===== config.mk =====
export PLATFORM = sky130hd
export DESIGN_NAME = fighter_action_fsm
export DESIGN_NICKNAME = d
export VERILOG_FILES = /design/src/rtl/fighter_action_fsm.sv
export SDC_FILE = /design/constraint.sdc
export NUM_CORES = 1
export LEC_CHECK = 0
export ABC_AREA = 1
export BUFFER_PORTS_ARGS = -buffer_cell sky130_fd_sc_hd__buf_2
export CORE_ASPECT_RATIO = 1.1
export CORE_MARGIN = 4
export CORE_UTILIZATION = 40
export CTS_CLUSTER_DIAMETER = 150
export DETAILED_ROUTE_END_ITERATION = 10
export PLACE_DENSITY = 0.68
export SYNTH_ARGS = -nofsm -noshare
export SYNTH_HDL_FRONTEND = slang
export SYNTH_SLANG_ARGS = --single-unit

===== constraint.sdc =====
create_clock -name Clk -period 1.9 [get_ports Clk]
set_clock_uncertainty 0.05 [all_clocks]
set_input_delay 0.095 -clock Clk [delete_from_list [all_inputs] [get_ports Clk]]
set_output_delay 0.095 -clock Clk [all_outputs]
set_load 0.005 [all_outputs]

===== src/rtl/fighter_action_fsm.sv =====
// Per-player action controller: turns key levels and opponent hits into the
// character state, animation frame index and movement/strike/block pulses.
module fighter_action_fsm #(
    parameter int unsigned TICKS_PER_FRAME = 4,
    parameter int unsigned N_STAND         = 8,
    parameter int unsigned N_MOVE          = 5,
    parameter int unsigned N_ATTACK        = 9,
    parameter int unsigned N_HURT          = 4,
    parameter int unsigned N_DEFEND        = 1,
    parameter int unsigned STRIKE_FRAME    = 5
) (
    input  logic       Clk,
    input  logic       Reset_n,
    input  logic       frame_clk,
    input  logic       key_left,
    input  logic       key_right,
    input  logic       key_attack,
    input  logic       key_defend,
    input  logic       hit_in,
    output logic [7:0] character1_state,
    output logic [7:0] frame_num,
    output logic       move_l,
    output logic       move_r,
    output logic       strike,
    output logic       blocked
);

    localparam int unsigned CW = 8;
    localparam logic [CW-1:0] DIV_LAST   = CW'(TICKS_PER_FRAME - 1);
    localparam logic [CW-1:0] STRIKE_IDX = CW'(STRIKE_FRAME);

    typedef enum logic [CW-1:0] {
        ST_STAND  = 8'd0,
        ST_ATTACK = 8'd1,
        ST_MOVEL  = 8'd2,
        ST_MOVER  = 8'd3,
        ST_HURT   = 8'd4,
        ST_DEFEND = 8'd5
    } state_e;

    logic          sync1_q, sync2_q, prev_q, tick_q, tick_d;
    state_e        state_q, state_d, next_state, key_state;
    logic [CW-1:0] frame_q, frame_d, div_q, div_d;
    logic          hit_pending_q, hit_pending_d, pend;
    logic          move_l_q, move_l_d, move_r_q, move_r_d;
    logic          strike_q, strike_d, blocked_q, blocked_d;
    logic          div_wrap, frame_last;

    function automatic logic [CW-1:0] last_frame(input state_e s);
        case (s)
            ST_STAND:  return CW'(N_STAND - 1);
            ST_ATTACK: return CW'(N_ATTACK - 1);
            ST_MOVEL:  return CW'(N_MOVE - 1);
            ST_MOVER:  return CW'(N_MOVE - 1);
            ST_HURT:   return CW'(N_HURT - 1);
            ST_DEFEND: return CW'(N_DEFEND - 1);
            default:   return '0;
        endcase
    endfunction

    // Rising-edge detect on the synchronized frame clock, registered once more.
    assign tick_d = sync2_q & ~prev_q;

    // Key decode for the freely re-selectable states.
    always_comb begin
        key_state = ST_STAND;
        if (key_attack) begin
            key_state = ST_ATTACK;
        end else if (key_defend) begin
            key_state = ST_DEFEND;
        end else if (key_right && !key_left) begin
            key_state = ST_MOVER;
        end else if (key_left && !key_right) begin
            key_state = ST_MOVEL;
        end
    end

    always_comb begin
        state_d       = state_q;
        frame_d       = frame_q;
        div_d         = div_q;
        next_state    = state_q;
        hit_pending_d = hit_pending_q | hit_in;
        move_l_d      = 1'b0;
        move_r_d      = 1'b0;
        strike_d      = 1'b0;
        blocked_d     = 1'b0;
        pend          = hit_pending_q | hit_in;
        div_wrap      = (div_q == DIV_LAST);
        frame_last    = (frame_q == last_frame(state_q));

        if (tick_q) begin
            hit_pending_d = 1'b0;
            move_r_d      = (state_q == ST_MOVER);
            move_l_d      = (state_q == ST_MOVEL);

            if (pend && state_q == ST_DEFEND) begin
                blocked_d  = 1'b1;
                next_state = ST_DEFEND;
            end else if (pend && state_q != ST_HURT) begin
                next_state = ST_HURT;
            end else if (state_q == ST_HURT || state_q == ST_ATTACK) begin
                next_state = (frame_last && div_wrap) ? ST_STAND : state_q;
            end else begin
                next_state = key_state;
            end

            if (next_state != state_q) begin
                state_d = next_state;
                frame_d = '0;
                div_d   = '0;
            end else begin
                div_d = div_wrap ? '0 : div_q + 8'd1;
                if (div_wrap) begin
                    frame_d = frame_last ? '0 : frame_q + 8'd1;
                end
            end

            strike_d = (state_d == ST_ATTACK) && (frame_d == STRIKE_IDX) &&
                       ((state_q != ST_ATTACK) || (frame_q != STRIKE_IDX));
        end
    end

    always_ff @(posedge Clk or negedge Reset_n) begin
        if (!Reset_n) begin
            sync1_q       <= 1'b0;
            sync2_q       <= 1'b0;
            prev_q        <= 1'b0;
            tick_q        <= 1'b0;
            state_q       <= ST_STAND;
            frame_q       <= '0;
            div_q         <= '0;
            hit_pending_q <= 1'b0;
            move_l_q      <= 1'b0;
            move_r_q      <= 1'b0;
            strike_q      <= 1'b0;
            blocked_q     <= 1'b0;
        end else begin
            sync1_q       <= frame_clk;
            sync2_q       <= sync1_q;
            prev_q        <= sync2_q;
            tick_q        <= tick_d;
            state_q       <= state_d;
            frame_q       <= frame_d;
            div_q         <= div_d;
            hit_pending_q <= hit_pending_d;
            move_l_q      <= move_l_d;
            move_r_q      <= move_r_d;
            strike_q      <= strike_d;
            blocked_q     <= blocked_d;
        end
    end

    assign character1_state = state_q;
    assign frame_num        = frame_q;
    assign move_l           = move_l_q;
    assign move_r           = move_r_q;
    assign strike           = strike_q;
    assign blocked          = blocked_q;

endmodule


# ---- Yosys cells after proc, flatten, opt, wreduce, memory -nomap -nowiden
# Index checks and enable logic that the tools add are counted.
dict set report classes {
  muxes 24
  addsub 2
  eq_ne 13
  n_bitwise 3
  reduce_logical 13
}
# op n
set ops {}
lappend ops {{$mux 8} 14}
lappend ops {{$eq 8x2->1 const B} 3}
lappend ops {{$eq 8x3->1 const B} 3}
lappend ops {{$add 8x1->8 const B} 2}
lappend ops {{$eq 8x1->1 const B} 2}
lappend ops {{$ne 8x3->1 const B} 2}
lappend ops {{$pmux 4 s4} 1}
lappend ops {{$eq 8x8->1} 1}
lappend ops {{$logic_not 8->1} 1}
lappend ops {{$ne 8x1->1 const B} 1}
lappend ops {{$ne 8x8->1} 1}
lappend ops {{$logic_and 1x1->1} 7}
lappend ops {{$mux 1} 6}
lappend ops {{$mux 2} 2}
lappend ops {{$mux 3} 1}
lappend ops {{$logic_not 1->1} 2}
lappend ops {{$logic_or 1x1->1} 2}
lappend ops {{$reduce_or 2->1} 1}
lappend ops {{$and 1x1->1} 1}
lappend ops {{$not 1->1} 1}
lappend ops {{$or 1x1->1} 1}
dict set report word_totals {
  in_bits 8
  register_bits 33
  out_inout_bits 20
}

# ---- Logic depth before layout (Yosys ltp)
dict set report depth {
  word_depth 17
  ltp_mapped 19
  mapped_depth_nobuf 19
}

# ---- Worst setup path after synthesis
# Ideal clock, no wire load.
dict set report synth_path {
  path_kind {register -> register}
  start {register state_q[1] (netlist: character1_state[1])}
  end {register div_q[0]}
  setup_time_ns 0.075
  path_slack_ns -0.091
  path_buffers 0
  synth_period_minus_slack_ns 1.991
  path_stages_with_launch 18
  arrival_time_ns 1.866
  path_cell_list {dfrtp_1 -> inv_2 -> nand2_2 -> nor2_2 -> nand2_1 -> nand2_1 -> nand2_1 -> nor2_2 -> nand3_2 -> nand2_2 -> nand2_2 -> nand2_1 -> nand4_1 -> nor2_2 -> nand2_2 -> inv_4 -> nand3_4 -> o21ai_2}
}
dict set report synth_via {
  elab_chain_cells 12
}
# element line
set synth_rtl {}
lappend synth_rtl {{start: declaration} 42} ;# state_e state_q, state_d, next_state, key_state;
lappend synth_rtl {{start signal: assignment} 143} ;# state_q <= state_d;
lappend synth_rtl {{$eq 8x2->1} 50} ;# case (s)
lappend synth_rtl {{$reduce_or 2->1 (no source line)} -}
lappend synth_rtl {{$pmux 4 s4} 50}
lappend synth_rtl {{$eq 8x8->1} 90} ;# frame_last = (frame_q == last_frame(state_q));
lappend synth_rtl {{$logic_and 1x1->1} 103} ;# next_state = (frame_last && div_wrap) ? ST_STAND : state_q;
lappend synth_rtl {{$mux 8} 103}
lappend synth_rtl {{$mux 8} 102} ;# end else if (state_q == ST_HURT || state_q == ST_ATTACK) begin
lappend synth_rtl {{$mux 8} 100} ;# end else if (pend && state_q != ST_HURT) begin
lappend synth_rtl {{$mux 8} 97} ;# if (pend && state_q == ST_DEFEND) begin
lappend synth_rtl {{$mux 8} 92} ;# if (tick_q) begin
lappend synth_rtl {{$ne 8x8->1 *} 108} ;# if (next_state != state_q) begin
lappend synth_rtl {{$mux 8 *} 108}
lappend synth_rtl {{end signal: assignment} 145} ;# div_q <= div_d;
lappend synth_rtl {{end: declaration} 43} ;# logic [CW-1:0] frame_q, frame_d, div_q, div_d;
# Every way passes the cells marked *; elsewhere a longest branch is shown, timed or not. The select of a mux whose other input is x is not followed.
# A chain may end at the register's enable or synchronous reset.

# ---- Final worst setup path
dict set report layout_path {
  start {register state_q[3] (netlist: character1_state[3])}
  end {register div_q[1]}
}
# Same word-level chain as after synthesis.

==> flow_metrics.py <==
metrics = {
    "run_status": {
        "run_status": "finished, violations left",
        "failed_checks": "negative setup slack",
    },
    "setup_path": {
        "timing.rr.start": "character1_state[3]$_DFFE_PN0P_",
        "timing.critical_path.to_type": "flip-flop",
        "worst_ep_arrival_time_ns": 2.40,
        "timing.critical_path.required_ns": 2.07,
        "critical-path-top-cell-by-count": "nand2_2",
        "crit_path_start": "character1_state[3]$_DFFE_PN0P_",
        "critPathKind": "flip-flop to flip-flop",
        "timing.reg2reg.setup_slack_ns": -0.33,
        "worst_path_largest_cell_delay_ns": 0.45,
        "timing.critical_path.from_type": "flip-flop",
        "reg2reg_depth": 17,
        "critical_path.reg2reg.endpoint": "div_q[1]$_DFFE_PN0P_",
        "crit_end": "div_q[1]$_DFFE_PN0P_",
        "crit_fanout": 8,
        "worst_path_max_delay_cell": "dfrtp_2",
        "crit_path_cell_trace": "inv_1 > nand2_1 > nor2_4 > nand2_2 > nand2_2 > nand2_2 > nor2_4 > nand3_4 > nand2_4 > nand2_2 > nand2_1 > nand4_1 > nor2_4 > nand2_4 > inv_4 > nand3_4 > o21ai_2",
    },
    "logic_synthesis": {
        "synth.ff_latch_count": 33,
        "ys.flop_type": "dfrtp_1",
        "synth.net_count": 248,
        "netlist.top_cell.by_area": "dfrtp_1",
        "number_of_synthesized_flops_with_an_enable_pin": 0,
        "synth_sequential_area_ratio_pct": 43.9,
        "synthesis.yosys.warnings": 0,
        "synthMostInstantiatedCell": "nand2_1",
        "synth.distinct_cells": 30,
        "synth_common_cells": "46 x nand2_1, 37 x inv_1, 33 x dfrtp_1",
        "netlist_top_cells_area": "dfrtp_1 44%, nand2_1 9.2%, inv_1 7.4%, nor2_1 6.2%, xor2_1 4.7%",
        "synth_area_per_cell_um2": 7.96,
        "post-synth-top-area-fraction_pct": 43.9,
        "netlist_area_um2": 1880,
        "syn-instance-count": 236,
        "async_reset_ff_share_pct": 100,
    },
    "die": {
        "count_of_standard_cell_rows": 25,
        "boundaryPins": 28,
        "core-area_um2": 4410,
        "effective_utilization_at_floorplan_pct": 42.6,
        "fp.dieArea_um2": 5860,
        "fp.dieW_um": 73.4,
        "die_height_um": 79.9,
    },
    "global_route": {
        "grt_antenna_before_repair": 0,
        "largest_net_degree_at_the_start_of_global_routing": 34,
        "grt_overflow_total": 0,
        "grt_usage_pct": 18.0,
        "grt_pass1_vias": 1768,
        "grt_first_pass_wirelength_um": 8020,
    },
    "worst_hold_path": {
        "timing.hold.worst.class": "primary input to flip-flop",
    },
    "sta": {
        "slew_headroom_pct": 50.4,
        "final.setup.worst_slack_ns": -0.333,
        "min_period_over_period_pct": 118,
        "setup-violations-final": 17,
        "finalCriticalPeriod_ns": 2.23,
        "rsz0062_at_grt": "yes",
        "report.final.slew_viol_count": 0,
        "achievable-frequency_mhz": 448,
        "worst_max_slew_pin_slew_ns": 0.744,
        "timing.final.hold_violations": 0,
    },
    "cells_and_area": {
        "diodes": 0,
        "drive_gt1_share_pct": 43.2,
        "multi_input_comb_area_um2": 1010,
        "post_route_core_utilization_pct": 63.3,
        "area_delta_synth_final_pct": 48.6,
        "finalInstanceArea_um2": 2790,
        "finalNetCount": 340,
        "total_area_of_sequential_cells_um2": 827,
        "fillCellCount": 368,
    },
    "clock_tree": {
        "clock_path_buffers": 2,
        "clkLatencyLatePin_ns": 0.29,
        "clkTransAtPathRegs_ns": 0.07,
        "cts_tree": "built",
        "ctsHtreeMaxLevel": 2,
        "cts-root-buf": "clkbuf_8",
        "tritoncts.num_buffers": 5,
        "cts.sink_count": 33,
    },
    "place": {
        "port_buffers": 27,
        "placement.setup.worst_slack_ns": -0.269,
        "place_hpwl_um": 3380,
        "dpl-instance-area_um2": 2460,
        "place.gp.congestion": 0.965,
    },
    "route": {
        "route.met2.wl_um": 2490,
        "drt_first_pass_iters": 4,
        "dr.first_iter.drc_count": 81,
        "metal_1_wl_um": 2200,
        "routedWlPerCell_um": 12.9,
        "route.detailed.drc": 0,
        "wl_met3_um": 159,
        "via_per_instance_ratio": 4.78,
        "highest_layer": "met4",
        "drt-total-wl_um": 4930,
        "num_vias": 1830,
        "ant_nets": 0,
    },
    "power": {
        "power_density_nw_per_um2": 901,
        "power.leakage_nw": 1.44,
        "vdd_drop_max_uv": 725,
    },
    "flow_run": {
        "cap_violations": 0,
    },
}
-- worst min-delay path by stage --
| stage | from | endpoint | cells after the start |
|---|---|---|---|
| 6_report | key_right | character1_state[1]$_DFFE_PN0P_ | 6 |
| 5_1_grt | sync1_q$_DFF_PN0_ | sync2_q$_DFF_PN0_ | 0 |
| 4_1_cts | key_right | character1_state[1]$_DFFE_PN0P_ | 6 |
| 3_5_place_dp | Reset_n | frame_num[5]$_DFFE_PN0P_ | 1 |
| 3_3_place_gp | Reset_n | frame_num[6]$_DFFE_PN0P_ | 1 |
| 2_1_floorplan | Reset_n | blocked$_DFF_PN0_ | 0 |
-- stage by stage --
step | std cells | hold WS [ns] | setup TNS, ns | power [W]
global placement | 365 | 0.149 | -3.25 | 0.00160
floorplan | 236 | -0.251 | -0.784 | 0.00128
global route | 383 | 0.318 | -8.34 | 0.00267
finish | 383 | 0.285 | -4.66 | 0.00252
detailed placement | 365 | 0.153 | -3.81 | 0.00162
CTS | 381 | 0.292 | -3.53 | 0.00240
-- layer usage --
| layer | global-route usage [%] | vias to the layer above |
|---|---|---|
| met1 | 22.8 | 856 |
| met3 | 3.90 | 9 |
| met2 | 29.9 | 31 |
| met5 | 0 | - |
| met4 | 6.70 | 0 |
| li1 | - | 934 |
-- cell families (layout without fill, tap and decap cells) --
family	after synthesis	count (layout)	share of synthesized area, %
and+or+nand+nor	116	116	28.4
buffers and inverters	44	137	8.99
DFF	33	33	43.9
AOI/OAI and AO/OA	27	27	10.4
xor gates and xnor gates	12	12	5.59
adders and majority gates	4	4	2.66
-- repair_timing --
item / 4_1_cts / 5_1_grt
gates resized for setup: 12 / 32
hold endpoints to repair: 35 / 0
pin swaps: 10 / 12
hold buffers: 3 / 0
endpoints found under the setup margin: 17 / 18
buffers inserted: 5 / 2
-- placed cells by master, fill, tap and decap left out, types with 3 or more instances in the layout --
cell,instances
buf_4,58
nand2_1,39
inv_1,36
dfrtp_1,32
buf_2,27
nor2_1,21
nand3_1,12
xor2_1,10
nor2_2,8
nand2_2,8
nor2_4,6
o22ai_2,6
o21ai_0,6
clkbuf_8,6
nor3_1,5
o21ai_1,5
o21ai_2,5
nand2_4,4
nand4_1,4
ha_1,4
dlygate4sd3_1,3
-- power breakdown --
group	switching (W)	total, W	internal (W)	leakage (nW)
Clock	0.000272	0.000699	0.000426	0.0574
Sequential	0.0000400	0.000787	0.000747	0.444
Combinational	0.000606	0.00103	0.000426	0.938
-- worst max-delay path: cells and delay by family, from the launching register on --
kind | cells | cell delay [ns]
DFF | 1 | 0.45
and+or+nand+nor | 14 | 1.34
AOI/OAI and AO/OA | 1 | 0.15
buffers and inverters | 2 | 0.17
-- final cells by class --
cell class,instances,area share [%]
multi-input cells,159,36.2
repair buffers,89,21.9
clock buffers,6,2.96
inverters,40,5.56
clock inverters,2,1.34
flip-flops and latches,33,29.6
well taps,54,2.42
-- state kept, by name, summed over array words and instances, names as in the netlist --
register,flops
sync2_q,1
strike,1
frame_num,8
move_l,1
move_r,1
sync1_q,1
div_q,8
tick_q,1
hit_pending_q,1
character1_state,8
prev_q,1
blocked,1
No activity file was read; power rests on OpenSTA's default activity.
